File: src/rtl/ctr_pkg.sv
// Shared widths, block type and FSM encoding for the AES-CTR keystream XOR stage.
package ctr_pkg;
    localparam int BLK_W = 128;
    localparam int CTR_W = 64;
    localparam int IV_W  = BLK_W - CTR_W;

    typedef logic [BLK_W-1:0] block_t;
    typedef logic [CTR_W-1:0] ctr_t;

    typedef enum logic [1:0] {
        IDLE    = 2'd0,
        REQ     = 2'd1,
        WAIT_KS = 2'd2,
        OUT     = 2'd3
    } state_t;
endpackage

File: src/rtl/ctr_block_gen.sv
// Counter-block generator: holds iv/count and presents {iv, count} to the AES core.
// Latency: load/increment take effect on the next clock; block output is purely registered.
// Backpressure: none; the parent decides when to load or increment.
module ctr_block_gen
    import ctr_pkg::*;
(
    input  logic             clk,
    input  logic             rst,
    input  logic             load,
    input  logic [IV_W-1:0]  iv,
    input  logic             inc,
    output logic [BLK_W-1:0] block,
    output logic [CTR_W-1:0] cnt
);
    logic [IV_W-1:0]  iv_q;
    logic [CTR_W-1:0] cnt_q;

    always_ff @(posedge clk) begin
        if (rst) begin
            iv_q  <= '0;
            cnt_q <= '0;
        end else if (load) begin
            iv_q  <= iv;
            cnt_q <= '0;
        end else if (inc) begin
            // wraps silently modulo 2^CTR_W
            cnt_q <= cnt_q + ctr_t'(1);
        end
    end

    assign block = {iv_q, cnt_q};
    assign cnt   = cnt_q;
endmodule

File: src/rtl/ctr_keystream_xor.sv
// AES-CTR decipher consumer: issues {iv,count} blocks, XORs returned keystream onto ciphertext.
// Latency: ct accepted at N -> request N+1 -> keystream N+2 -> pt_valid N+3 (ready sinks).
// Backpressure: one block in flight; ct_ready low until pt is taken. Macro CTR_WRAP_GUARD_EN adds err.
module ctr_keystream_xor
    import ctr_pkg::*;
(
    input  logic             clk,
    input  logic             rst,
    input  logic             start,
    input  logic [IV_W-1:0]  iv,
    input  logic             ct_valid,
    input  logic [BLK_W-1:0] ct_data,
    output logic             ct_ready,
    output logic             aes_req_valid,
    output logic [BLK_W-1:0] aes_req_block,
    input  logic             aes_req_ready,
    input  logic             ks_valid,
    input  logic [BLK_W-1:0] ks_data,
    output logic             pt_valid,
    output logic [BLK_W-1:0] pt_data,
    input  logic             pt_ready,
    output logic [CTR_W-1:0] blk_count,
    output logic             busy
`ifdef CTR_WRAP_GUARD_EN
    ,
    output logic             err
`endif
);
    state_t           state, state_n;
    logic             loaded;
    logic             err_q;
    logic [BLK_W-1:0] ct_q;
    logic             load;
    logic             ct_fire;
    logic             ks_take;

    assign load    = start && (state == IDLE);
    assign ct_fire = ct_valid && ct_ready;
    assign ks_take = ks_valid && (state == WAIT_KS);

    ctr_block_gen u_gen (
        .clk   (clk),
        .rst   (rst),
        .load  (load),
        .iv    (iv),
        .inc   (ks_take),
        .block (aes_req_block),
        .cnt   (blk_count)
    );

    always_ff @(posedge clk) begin
        if (rst) begin
            state <= IDLE;
        end else begin
            state <= state_n;
        end
    end

    always_comb begin
        state_n = state;
        case (state)
            IDLE:    if (ct_fire)       state_n = REQ;
            REQ:     if (aes_req_ready) state_n = WAIT_KS;
            WAIT_KS: if (ks_valid)      state_n = OUT;
            OUT:     if (pt_ready)      state_n = IDLE;
            default:                    state_n = IDLE;
        endcase
    end

    always_ff @(posedge clk) begin
        if (rst) begin
            loaded  <= 1'b0;
            ct_q    <= '0;
            pt_data <= '0;
        end else begin
            if (load)    loaded  <= 1'b1;
            if (ct_fire) ct_q    <= ct_data;
            if (ks_take) pt_data <= ct_q ^ ks_data;
        end
    end

`ifdef CTR_WRAP_GUARD_EN
    // flag the block that consumed the last counter value; only a new start clears it
    always_ff @(posedge clk) begin
        if (rst) begin
            err_q <= 1'b0;
        end else if (load) begin
            err_q <= 1'b0;
        end else if (ks_take && (&blk_count)) begin
            err_q <= 1'b1;
        end
    end
    assign err = err_q;
`else
    assign err_q = 1'b0;
`endif

    assign ct_ready      = (state == IDLE) && loaded && !err_q;
    assign aes_req_valid = (state == REQ);
    assign pt_valid      = (state == OUT);
    assign busy          = (state != IDLE);
endmodule

File: config.mk
export PLATFORM = sky130hd
export DESIGN_NAME = ctr_keystream_xor
export DESIGN_NICKNAME = d
export VERILOG_FILES = /design/src/rtl/ctr_pkg.sv /design/src/rtl/ctr_block_gen.sv /design/src/rtl/ctr_keystream_xor.sv
export SDC_FILE = /design/constraint.sdc
export NUM_CORES = 1
export LEC_CHECK = 0
export BUFFER_PORTS_ARGS = -buffer_cell sky130_fd_sc_hd__buf_2
export CAP_MARGIN = 20
export CORE_AREA = 2 2 251 253
export CTS_CLUSTER_SIZE = 8
export DETAILED_ROUTE_END_ITERATION = 16
export DIE_AREA = 0 0 253 255
export PLACE_DENSITY_LB_ADDON = 0.15
export SYNTH_ARGS = -nofsm -noshare
export SYNTH_HDL_FRONTEND = slang
export SYNTH_SLANG_ARGS = --single-unit
File: constraint.sdc
create_clock -name clk -period 5.8 [get_ports clk]
set_input_delay 1.16 -clock clk [delete_from_list [all_inputs] [get_ports clk]]
set_output_delay 1.16 -clock clk [all_outputs]
set_load 0.005 [all_outputs]
---- Word-level counts from Yosys, hierarchy flattened ----
Cells that the tools add are included.
W data, S select, Z words.
word-level totals
  output and inout port bits .............. 324
  input port bits ......................... 327
  bits in registers ....................... 387
cells by class
  reduce and logical (&&, ||, !) cells .... 8
  equal/unequal tests ..................... 7
  multiplexer cells ....................... 5
  bitwise gates (word level) .............. 1
  add/sub/neg operators ................... 1
operators with widths
  operator                 number
  $xor A128 B128 Y128      1
  $add A64 B1 Y64 const B  1
  $mux W2                  4
  $pmux W2 S4              1
  $eq A2 B2 Y1 const B     2
  $logic_and A1 B1 Y1      4
  $ne A2 B1 Y1 const B     2
  $ne A2 B2 Y1 const B     2
  $reduce_and A4 Y1        1
  $eq A2 B1 Y1 const B     1
  $logic_not A2 Y1         1
  $reduce_bool A2 Y1       1
  $reduce_or A2 Y1         1

---- Longest topological paths before layout ----
Gate-level depths: netlist of the first run.
  depth after elaboration ................. 5
  gate-level depth with buffers ........... 8
  depth with buffers taken out ............ 7

---- By module ----
From an unflattened synthesis of the first run, not the netlist that was laid out.
unflattened totals
  cells, all modules ...................... 1,794
  area, all modules ....................... 15,830.2 um^2
by module, submodules not included
  module             instances  seq. area each (um^2)  cells each  area an instance (um^2)
  ctr_keystream_xor  1          5,185.0                1,136       9,875.7
  ctr_block_gen      1          2,562.5                658         5,954.5

---- Least setup slack after synthesis of the first run ----
OpenSTA, ideal clock, no wires.
  kind .................................... input to register
  start point ............................. input ks_valid
  end point ............................... register u_gen.cnt_q[19] (netlist: u_gen.cnt[19])
  setup slack ............................. 3.213 ns
  path buffers ............................ 0
  library setup time ...................... 0.125 ns
  data required time ...................... 5.675 ns
  cell stages on the path ................. 5
  arrival ................................. 2.462 ns
  cells stage by stage .................... nand2_1 -> nor4_4 -> or4b_1 -> o211ai_1 -> o31ai_1
between the ends
  word-level cells in the longest chain between the ends .. 1
RTL lines
  what                  line                     RTL
  start, declared       ctr_keystream_xor.sv:17  input logic ks_valid,
  $logic_and A1 B1 Y1   ctr_keystream_xor.sv:39  assign ks_take = ks_valid && (state == WAIT_KS);
  end signal, assigned  ctr_block_gen.sv:27      cnt_q <= cnt_q + ctr_t'(1);
  end, declared         ctr_block_gen.sv:16      logic [CTR_W-1:0] cnt_q;
Every way passes these cells.
A chain may end at the register's enable or synchronous reset.

---- Worst setup path in the final report of the first run ----
  start point ............................. register state[0]
  end point ............................... output ct_ready
between the ends
  word-level cells in the longest chain between the ends .. 2
RTL lines
  what                    line                     RTL
  start, declared         ctr_keystream_xor.sv:29  state_t state, state_n;
  start signal, assigned  ctr_keystream_xor.sv:55  state <= state_n;
  $logic_not A2 Y1        ctr_keystream_xor.sv:98  assign ct_ready = (state == IDLE) && loaded && !err_q;
  $logic_and A1 B1 Y1     ctr_keystream_xor.sv:98
  end, declared           ctr_keystream_xor.sv:13  output logic ct_ready,
Every way passes these cells.

==> results of run 1 <==
-- layout make-up --
| class | instances | area [sq um] | area share [%] |
|---|---|---|---|
| Antenna cell | 17 | 42.5 | 0.206 |
| Clock buffer | 58 | 1410 | 6.82 |
| Clock inverter | 2 | 50.0 | 0.243 |
| Inverter | 15 | 56.3 | 0.273 |
| Multi-Input combinational cell | 1269 | 6950 | 33.7 |
| Sequential cell | 387 | 7750 | 37.6 |
| Tap cell | 799 | 1000 | 4.85 |
| Timing Repair Buffer | 660 | 3380 | 16.4 |
-- cells by family (layout without fill, tap and decap cells) --
logic type / after synthesis / after routing / share of synthesized area (%)
adders and majority gates: 5 / 5 / 0.400
buffers and inverters: 196 / 735 / 6.24
AOI/OAI and AO/OA: 379 / 379 / 14.3
DFF: 387 / 387 / 49.5
and+or+nand+nor: 721 / 721 / 20.3
muxes: 1 / 1 / 0.0640
other: 0 / 17 / 0
xor gates and xnor gates: 163 / 163 / 9.12
-- flip-flops by register name, summed over array words and instances, names as in the netlist --
signal      flops
ct_q          128
loaded          1
pt_data       128
state           2
u_gen.cnt      64
u_gen.iv_q     64
-- layer usage --
layer	track usage (%)	routed length (um)	share of wire, %	vias up
met5	0	163	0.28	-
met4	5.17	1390	2.4	28
met3	6.91	5240	9.1	106
met2	28.4	27900	49	476
met1	19.1	22700	39	6710
li1	-	-	-	7242
-- worst max-delay path, delay by kind of cell (launching register included) --
kind / cells / cell delay (ns)
adders and majority gates: 1 / 0.40
buffers and inverters: 2 / 0.23
DFF: 1 / 0.33
and+or+nand+nor: 1 / 0.27
-- placed cells by master, fill, tap and decap left out, types with 4 or more instances in the layout --
cell type and count:
nor4_1 10, dfxtp_1 387, buf_4 7, diode_2 17, nor2_1 178, and3_1 9
ha_1 5, xnor2_1 140, o21ai_0 19, a21oi_1 220, inv_1 15, xor2_1 23
buf_2 649, a211oi_1 128, clkbuf_16 55, nand4_1 32, nor3_1 8, or3_1 20
nand3_1 18, nor4_4 6, nand4b_1 4, nand2_1 410
-- final timing paths --
path,startpoint,to,depth (start not counted)
setup / recovery,state[0]$_SDFFE_PP0P_,ct_ready,4
hold / removal,u_gen.iv_q[5]$_SDFFE_PP0P_,u_gen.iv_q[5]$_SDFFE_PP0P_,2
setup reg to reg,state[0]$_SDFFE_PP0P_,ct_q[113]$_SDFFE_PP0P_,7
hold reg to reg,u_gen.iv_q[5]$_SDFFE_PP0P_,u_gen.iv_q[5]$_SDFFE_PP0P_,2
-- cell usage after synthesis (9+ instances only) --
master    instances  area, sq um
a211oi_1        128          961
a21oi_1         220         1100
and3_1           10         62.6
buf_1             9         33.8
buf_4            64          480
clkbuf_1        108          405
dfxtp_1         387         7750
inv_1            15         56.3
nand2_1         412         1550
nand3_1          18         90.1
nand4_1          32          200
nor2_1          178          668
nor4_1           10         62.6
o21ai_0          19         95.1
or3_1            20          125
xnor2_1         140         1230
xor2_1           23          201
-- power groups by stage --
stage | clock (uW) | sequential, uW | combinational (uW)
6_report | 2870 | 3090 | 1270
5_1_grt | 3080 | 3130 | 1430
4_1_cts | 2980 | 3100 | 1300
3_5_place_dp | 0 | 3150 | 1300
3_3_place_gp | 0 | 3140 | 1280
2_1_floorplan | 0 | 3140 | 714
-- through the flow --
stage | worst slack, ns | instance area [sq um] | power [uW] | util, %
after floorplan | 3.21 | 15600 | 3860 | -
after global placement | 2.57 | 19100 | 4420 | 30.8
after detailed placement | 2.57 | 19100 | 4440 | 30.8
after CTS | 2.74 | 20600 | 7370 | 33.1
after global routing | 2.70 | 20600 | 7630 | 33.2
final | 2.81 | 20600 | 7230 | 33.2
==> flow_metrics.py, run 1 <==
metrics = {
    "grt": {
        "grtUsageTotal_pct": 16.7,
        "overflow": 0,
        "antenna_found_initial": 33,
        "grt_pass1_wl_um": 82800,
        "grt_max_degree": 184,
        "grt_pass1_vias": 13738,
    },
    "sta": {
        "whs_ns": 0.448,
        "timing.final.crit_period_ns": 2.99,
        "skew_ns": 0.0131,
        "fmax_mhz": 335,
        "post-route-period-util_pct": 51.5,
        "final_max_slew_viol_count": 0,
        "setup_violations": 0,
        "fin_setup_tns_ns": 0,
        "hold_viol": 0,
        "tightest_slew_ns": 1.03,
        "rsz0062_at_grt": "no",
        "slew_headroom_pct": 31.6,
    },
    "setup_path": {
        "cp_slowest_cell": "ha_1",
        "max_stage_delay_ns": 0.40,
        "worstSetupPathType": "reg -> out",
        "reg2reg_setup_slack_ns": 2.97,
        "worst-path-max-fanout": 7,
        "end_kind": "primary output",
        "start_kind": "flip-flop",
        "cp.required_ns": 4.64,
        "crit_chain": "inv_1 > ha_1 > and2_1 > buf_2",
        "worstPathArrival_ns": 1.83,
    },
    "route": {
        "wire_per_inst_um": 17.9,
        "remaining_drc_errors": 0,
        "drt-total-wl_um": 57400,
        "ant_nets": 0,
        "drtPass1Iterations": 5,
        "dr_total_vias": 14562,
        "via_per_inst": 4.54,
        "dr.first_iter.drc_count": 749,
    },
    "yosys": {
        "ys_types": 44,
        "yosysSeqAreaShare_pct": 49.5,
        "yosysWarnings": 0,
        "synth_fp_nets": 2184,
        "async_flop_share_pct": 0,
        "syn_inst": 1852,
        "synth_top_flop_cell": "dfxtp_1",
        "synth_seq_cells": 387,
        "synth_area_sq_um": 15600,
        "synth.avg_cell_area_sq_um": 8.45,
        "synth_edf_count": 0,
    },
    "floorplan": {
        "die_h_um": 255,
        "die_w_um": 253,
        "die_area_sq_um": 64500,
        "io_pins": 651,
        "num_rows": 92,
        "core_sq_um": 62200,
        "initial_core_util_pct": 25.2,
    },
    "power": {
        "intPower_uw": 5140,
        "p_seq_share_pct": 42.8,
        "p_sw_uw": 2090,
        "pwr-share-clk_pct": 39.7,
        "powerDensity_nw_per_um2": 351,
        "combPwrFrac_pct": 17.5,
        "vdd_drop_max_v": 0.000199,
        "p_sw_share_pct": 28.9,
        "p_leak_uw": 0.00845,
    },
    "finish": {
        "layout-drive-gt1-share_pct": 30.9,
        "stdcell_count": 3207,
        "syn_to_final_growth_pct": 31.8,
        "num-fill-cells": 6699,
        "nets": 2719,
    },
    "clock_network": {
        "cts_resized": 0,
        "htreeDepth": 2,
        "cts_root_buf": "clkbuf_16",
        "cts_setup_buffers": 0,
        "clock_path_buffers": 3,
        "path_clk_slew_ns": 0.05,
        "cts_hold_buf": 0,
        "cts_buffers": 54,
        "clock-sinks": 387,
        "clock_latency_ns": 0.59,
        "cts_tree": "yes",
    },
    "placed_design": {
        "portBuffers": 650,
        "hpwl_um": 41100,
        "dpl.cell_count": 3130,
        "place_congestion": 0.795,
    },
    "min_path": {
        "min_path_type": "reg -> reg",
    },
    "status": {
        "status": "finished, final reports clean",
    },
    "job": {
        "maxCapViolCount": 0,
    },
}
Note: power is estimated with default switching activity, not from simulation.
==> run 2: changes to the inputs <==
CORE_AREA = 2 2 257 259   (was 2 2 251 253)
DIE_AREA = 0 0 259 261   (was 0 0 253 255)
clock period = 2.7 ns   (was 5.8 ns; I/O delays follow)
==> run 2 against run 1 <==
Critical path type unchanged. Worst setup slack lost 2.4 ns. Hold slack lost 0.27 ns. Clock power grew 120%. Final area grew 1.7%. Cell count grew 2.4%. Sequential power grew 110%. First-iteration DRC count shrank 18%. Clock skew grew 0.0037 ns.
==> flow_metrics.py, run 2 (same netlist as run 1, synthesis figures left out) <==
metrics = {
    "clock_network": {
        "cts_buffers": 55,
        "cts_tree": "yes",
        "htreeDepth": 2,
        "cts_root_buf": "clkbuf_16",
        "path_clk_slew_ns": 0.05,
        "cts_setup_buffers": 0,
        "cts_hold_buf": 0,
        "clock-sinks": 387,
        "clock_latency_ns": 0.60,
        "clock_path_buffers": 3,
        "cts_resized": 0,
    },
    "power": {
        "vdd_drop_max_v": 0.000413,
        "powerDensity_nw_per_um2": 751,
        "p_leak_uw": 0.00859,
    },
    "finish": {
        "reg_top3": "ct_q (128), pt_data (128)",
        "final_cell_mix": "buf_2 (649), nand2_1 (410), dfxtp_1 (387)",
        "finish.utilization_pct": 32.2,
        "layout-drive-gt1-share_pct": 31.4,
        "multi_input_area_sq_um": 6950,
        "syn_to_final_growth_pct": 34.0,
        "nets": 2733,
        "num-fill-cells": 7045,
        "finalInstanceArea_sq_um": 21000,
        "stdcell_count": 3284,
        "regArea_sq_um": 7750,
        "final_common_cell": "buf_2",
    },
    "min_path": {
        "min_path_type": "in -> reg",
    },
    "grt": {
        "overflow": 0,
        "grt_pass1_wl_um": 85100,
        "grt_pass1_vias": 13927,
        "grt_max_degree": 146,
        "antenna_found_initial": 37,
        "grtUsageTotal_pct": 16.4,
    },
    "placed_design": {
        "portBuffers": 650,
        "postPlaceCellArea_sq_um": 19400,
        "dpl.cell_count": 3208,
        "hpwl_um": 42900,
        "place_congestion": 0.866,
    },
    "setup_path": {
        "start_kind": "flip-flop",
        "cp.required_ns": 2.16,
        "worstPathArrival_ns": 1.80,
        "end_kind": "primary output",
        "worst-path-max-fanout": 7,
        "worstSetupPathType": "reg -> out",
    },
    "floorplan": {
        "io_pins": 651,
        "die_area_sq_um": 67600,
        "initial_core_util_pct": 24.1,
        "die_w_um": 259,
        "core_sq_um": 65000,
        "die_h_um": 261,
        "num_rows": 94,
    },
    "status": {
        "status": "finished, final reports clean",
    },
    "sta": {
        "tightest_slew_ns": 0.859,
        "timing.final.crit_period_ns": 2.34,
        "rsz0062_at_grt": "no",
        "slew_headroom_pct": 42.7,
        "whs_ns": 0.176,
        "final_max_slew_viol_count": 0,
        "post-route-period-util_pct": 86.5,
        "fin_setup_tns_ns": 0,
        "hold_viol": 0,
        "skew_ns": 0.0168,
        "setup_violations": 0,
        "fmax_mhz": 428,
    },
    "route": {
        "remaining_drc_errors": 0,
        "dr.first_iter.drc_count": 617,
        "via_per_inst": 4.44,
        "dr_total_vias": 14570,
        "drtPass1Iterations": 7,
        "drt-total-wl_um": 58600,
        "ant_nets": 0,
        "wire_per_inst_um": 17.8,
    },
    "job": {
        "maxCapViolCount": 0,
    },
}
-- run 2: changes by cell type in the layout (fill, tap and decap cells not counted) --
cell	before	now
or3_1	20	19
clkbuf_8	2	0
diode_2	17	12
or3_4	0	1
buf_4	7	10
buf_12	3	13
clkbuf_16	55	56
clkinv_2	0	2
clkbuf_1	1	3
bufinv_16	0	1
-- run 2: path summary, 6_finish.rpt --
path / depth (start not counted) / start / to / slack (ns)
setup / recovery: 4 / state[0]$_SDFFE_PP0P_ / ct_ready / 0.36
hold / removal: 3 / ct_data[98] / ct_q[98]$_SDFFE_PP0P_ / 0.18
setup reg to reg: 8 / state[0]$_SDFFE_PP0P_ / u_gen.cnt[62]$_SDFFE_PP0P_ / 0.45
hold reg to reg: 2 / u_gen.iv_q[20]$_SDFFE_PP0P_ / u_gen.iv_q[20]$_SDFFE_PP0P_ / 0.45
-- run 2: worst max-delay path, cell delays in order (launching register included) --
cell	delay (ns)
dfxtp_1	0.33
inv_1	0.10
ha_1	0.33
and2_1	0.30
buf_2	0.16
-- run 2: layer usage --
| layer | global-route usage [%] | vias to the layer above | routed length [um] |
|---|---|---|---|
| met3 | 7.36 | 142 | 5500 |
| met1 | 18.3 | 6683 | 22700 |
| met2 | 28.2 | 448 | 28500 |
| li1 | - | 7249 | - |
| met5 | 0 | - | 310 |
| met4 | 4.77 | 48 | 1560 |
-- run 2: per-stage QoR --
stage                     setup slack (ns)  power (uW)
after floorplan                      0.632        8290
after global placement               0.335        9590
after detailed placement             0.258        9640
after CTS                            0.251       16100
after global routing                 0.188       16700
final                                0.364       15800
-- run 2: cell type report --
cell class | instances | area share, %
inverters | 15 | 0.269
repair buffers | 673 | 17.2
well taps | 864 | 5.16
multi-input cells | 1269 | 33.2
clock buffers | 59 | 6.74
clock inverters | 5 | 0.430
flip-flops and latches | 387 | 37.0
diodes | 12 | 0.143
-- run 2: power breakdown --
| group | internal [uW] | leakage (uW) | switching [uW] | total (uW) |
|---|---|---|---|---|
| sequential | 6320 | 0.00314 | 326 | 6640 |
| combinational | 1170 | 0.00471 | 1650 | 2820 |
| clock | 3740 | 0.000737 | 2550 | 6290 |
| total | 11200 | 0.00859 | 4520 | 15800 |
==> run 3: changes to the inputs <==
CORE_AREA = 2 2 253 255   (was 2 2 257 259)
DIE_AREA = 0 0 255 257   (was 0 0 259 261)
MAX_ROUTING_LAYER = met4   (was default)
clock period = 3 ns   (was 2.7 ns; I/O delays follow)
==> run 3 against run 2 <==
Via count down 0.23%. Non-clock buffer count increased by 1. Routed wire length is 0.81% lower. Sequential power decreased by 10%. Core utilization increased by 1.1 points. Worst setup slack improved by 0.24 ns. Sequential cell count unchanged.
==> flow_metrics.py, run 3 (same netlist as run 1, synthesis figures left out) <==
metrics = {
    "sta": {
        "fmax_mhz": 417,
        "whs_ns": 0.238,
        "setup_violations": 0,
        "slew_headroom_pct": 34.4,
        "fin_setup_tns_ns": 0,
        "skew_ns": 0.0203,
        "rsz0062_at_grt": "no",
        "hold_viol": 0,
        "tightest_slew_ns": 0.984,
        "post-route-period-util_pct": 79.9,
        "final_max_slew_viol_count": 0,
        "timing.final.crit_period_ns": 2.40,
    },
    "clock_network": {
        "cts_tree": "yes",
        "cts_resized": 0,
        "clock_path_buffers": 3,
        "htreeDepth": 2,
        "cts_setup_buffers": 0,
        "clock-sinks": 387,
        "clock_latency_ns": 0.60,
        "cts_hold_buf": 0,
        "cts_buffers": 54,
        "cts_root_buf": "clkbuf_16",
        "path_clk_slew_ns": 0.06,
    },
    "finish": {
        "nets": 2733,
        "finalInstanceArea_sq_um": 20900,
        "syn_to_final_growth_pct": 33.6,
        "layout-drive-gt1-share_pct": 31.3,
        "num-fill-cells": 6703,
        "final_common_cell": "buf_2",
        "final_cell_mix": "buf_2 (649), nand2_1 (410), dfxtp_1 (387)",
        "reg_top3": "ct_q (128), pt_data (128)",
    },
    "placed_design": {
        "postPlaceCellArea_sq_um": 19400,
        "hpwl_um": 42700,
        "place_congestion": 0.856,
        "portBuffers": 650,
    },
    "grt": {
        "antenna_found_initial": 22,
        "overflow": 0,
        "grt_pass1_wl_um": 85900,
        "met1_usage_pct": 20.3,
        "grt_max_degree": 163,
        "met2_usage_pct": 29.2,
        "grt_pass1_vias": 14010,
        "use_met3_pct": 5.98,
        "grtUsageTotal_pct": 17.6,
        "top_usage_layer": "met2",
    },
    "setup_path": {
        "cp_slowest_cell": "or3_1",
        "worstPathArrival_ns": 2.91,
        "worstSetupPathType": "reg -> reg",
        "worst-path-max-fanout": 14,
        "cp.required_ns": 3.52,
        "crit_chain": "inv_1 > ha_1 > nand4_1 > or3_1 > nor4_1 > buf_4 > nand4b_1 > a21oi_1",
        "start_kind": "flip-flop",
        "r2r.worst_path.cells": 8,
        "end_kind": "flip-flop",
        "max_stage_delay_ns": 0.65,
    },
    "route": {
        "remaining_drc_errors": 0,
        "ant_nets": 0,
        "wire_per_inst_um": 17.8,
        "dr.first_iter.drc_count": 659,
        "drt-total-wl_um": 58100,
        "dr_total_vias": 14536,
        "via_per_inst": 4.44,
        "drtPass1Iterations": 4,
    },
    "min_path": {
        "min_path_type": "in -> reg",
        "hold_depth": 3,
    },
    "power": {
        "p_leak_uw": 0.00856,
        "powerDensity_nw_per_um2": 672,
        "p_sw_uw": 4070,
        "combPwrFrac_pct": 18.0,
        "vdd_drop_max_v": 0.000407,
        "intPower_uw": 9990,
        "pwr-share-clk_pct": 39.5,
        "p_sw_share_pct": 28.9,
        "p_seq_share_pct": 42.5,
    },
    "floorplan": {
        "core_sq_um": 62700,
        "num_rows": 92,
        "die_w_um": 255,
        "die_h_um": 257,
        "initial_core_util_pct": 24.9,
        "io_pins": 651,
        "die_area_sq_um": 65500,
    },
    "status": {
        "status": "finished, final reports clean",
    },
    "job": {
        "maxCapViolCount": 0,
    },
}
-- run 3: stage by stage --
step	cells	utilization (%)	setup WS, ns	total power, uW
final	3273	33.3	0.603	14100
after global routing	3270	33.3	0.446	14900
after CTS	3252	33.2	0.572	14400
after detailed placement	3191	30.9	0.582	8670
after global placement	3191	30.9	0.587	8630
after floorplan	1852	-	0.932	7460
-- run 3: area by class of cell --
| type | count | area, sq um | share of cell area (%) |
|---|---|---|---|
| clock inverter | 2 | 50.0 | 0.239 |
| multi-input combinational | 1269 | 6950 | 33.2 |
| tap | 846 | 1060 | 5.06 |
| clock buffer | 59 | 1400 | 6.70 |
| inverter | 15 | 56.3 | 0.269 |
| sequential | 387 | 7750 | 37.1 |
| antenna | 21 | 52.6 | 0.251 |
| timing repair buffer | 674 | 3590 | 17.2 |
-- run 3: layer usage --
layer / vias to the layer above / wire [um]
met5: - / 0
met4: 0 / 1110
met3: 75 / 4880
met2: 442 / 28200
met1: 6740 / 23900
li1: 7279 / -
-- run 3: critical path: cells and delay by family, from the launching register on --
kind | cells | cell delay (ns)
AND/OR/NAND/NOR | 4 | 1.29
flip-flops | 1 | 0.34
AO/OA/AOI/OAI | 1 | 0.16
adder cells (fa/ha/maj) | 1 | 0.27
buffers and inverters | 2 | 0.27
-- run 3: power by group through the flow --
stage          logic [uW]  registers [uW]  clock network [uW]
2_1_floorplan        1380            6080                   0
3_3_place_gp         2570            6060                   0
3_5_place_dp         2600            6070                   0
4_1_cts              2600            5970                5780
5_1_grt              2850            6040                5960
6_report             2540            5970                5550
-- run 3: path summary, 6_finish.rpt --
kind | from | to | slack, ns
min | ct_data[98] | ct_q[98]$_SDFFE_PP0P_ | 0.24
max | state[0]$_SDFFE_PP0P_ | u_gen.cnt[62]$_SDFFE_PP0P_ | 0.60
max reg2reg | state[0]$_SDFFE_PP0P_ | u_gen.cnt[62]$_SDFFE_PP0P_ | 0.60
min reg2reg | u_gen.iv_q[16]$_SDFFE_PP0P_ | u_gen.iv_q[16]$_SDFFE_PP0P_ | 0.45
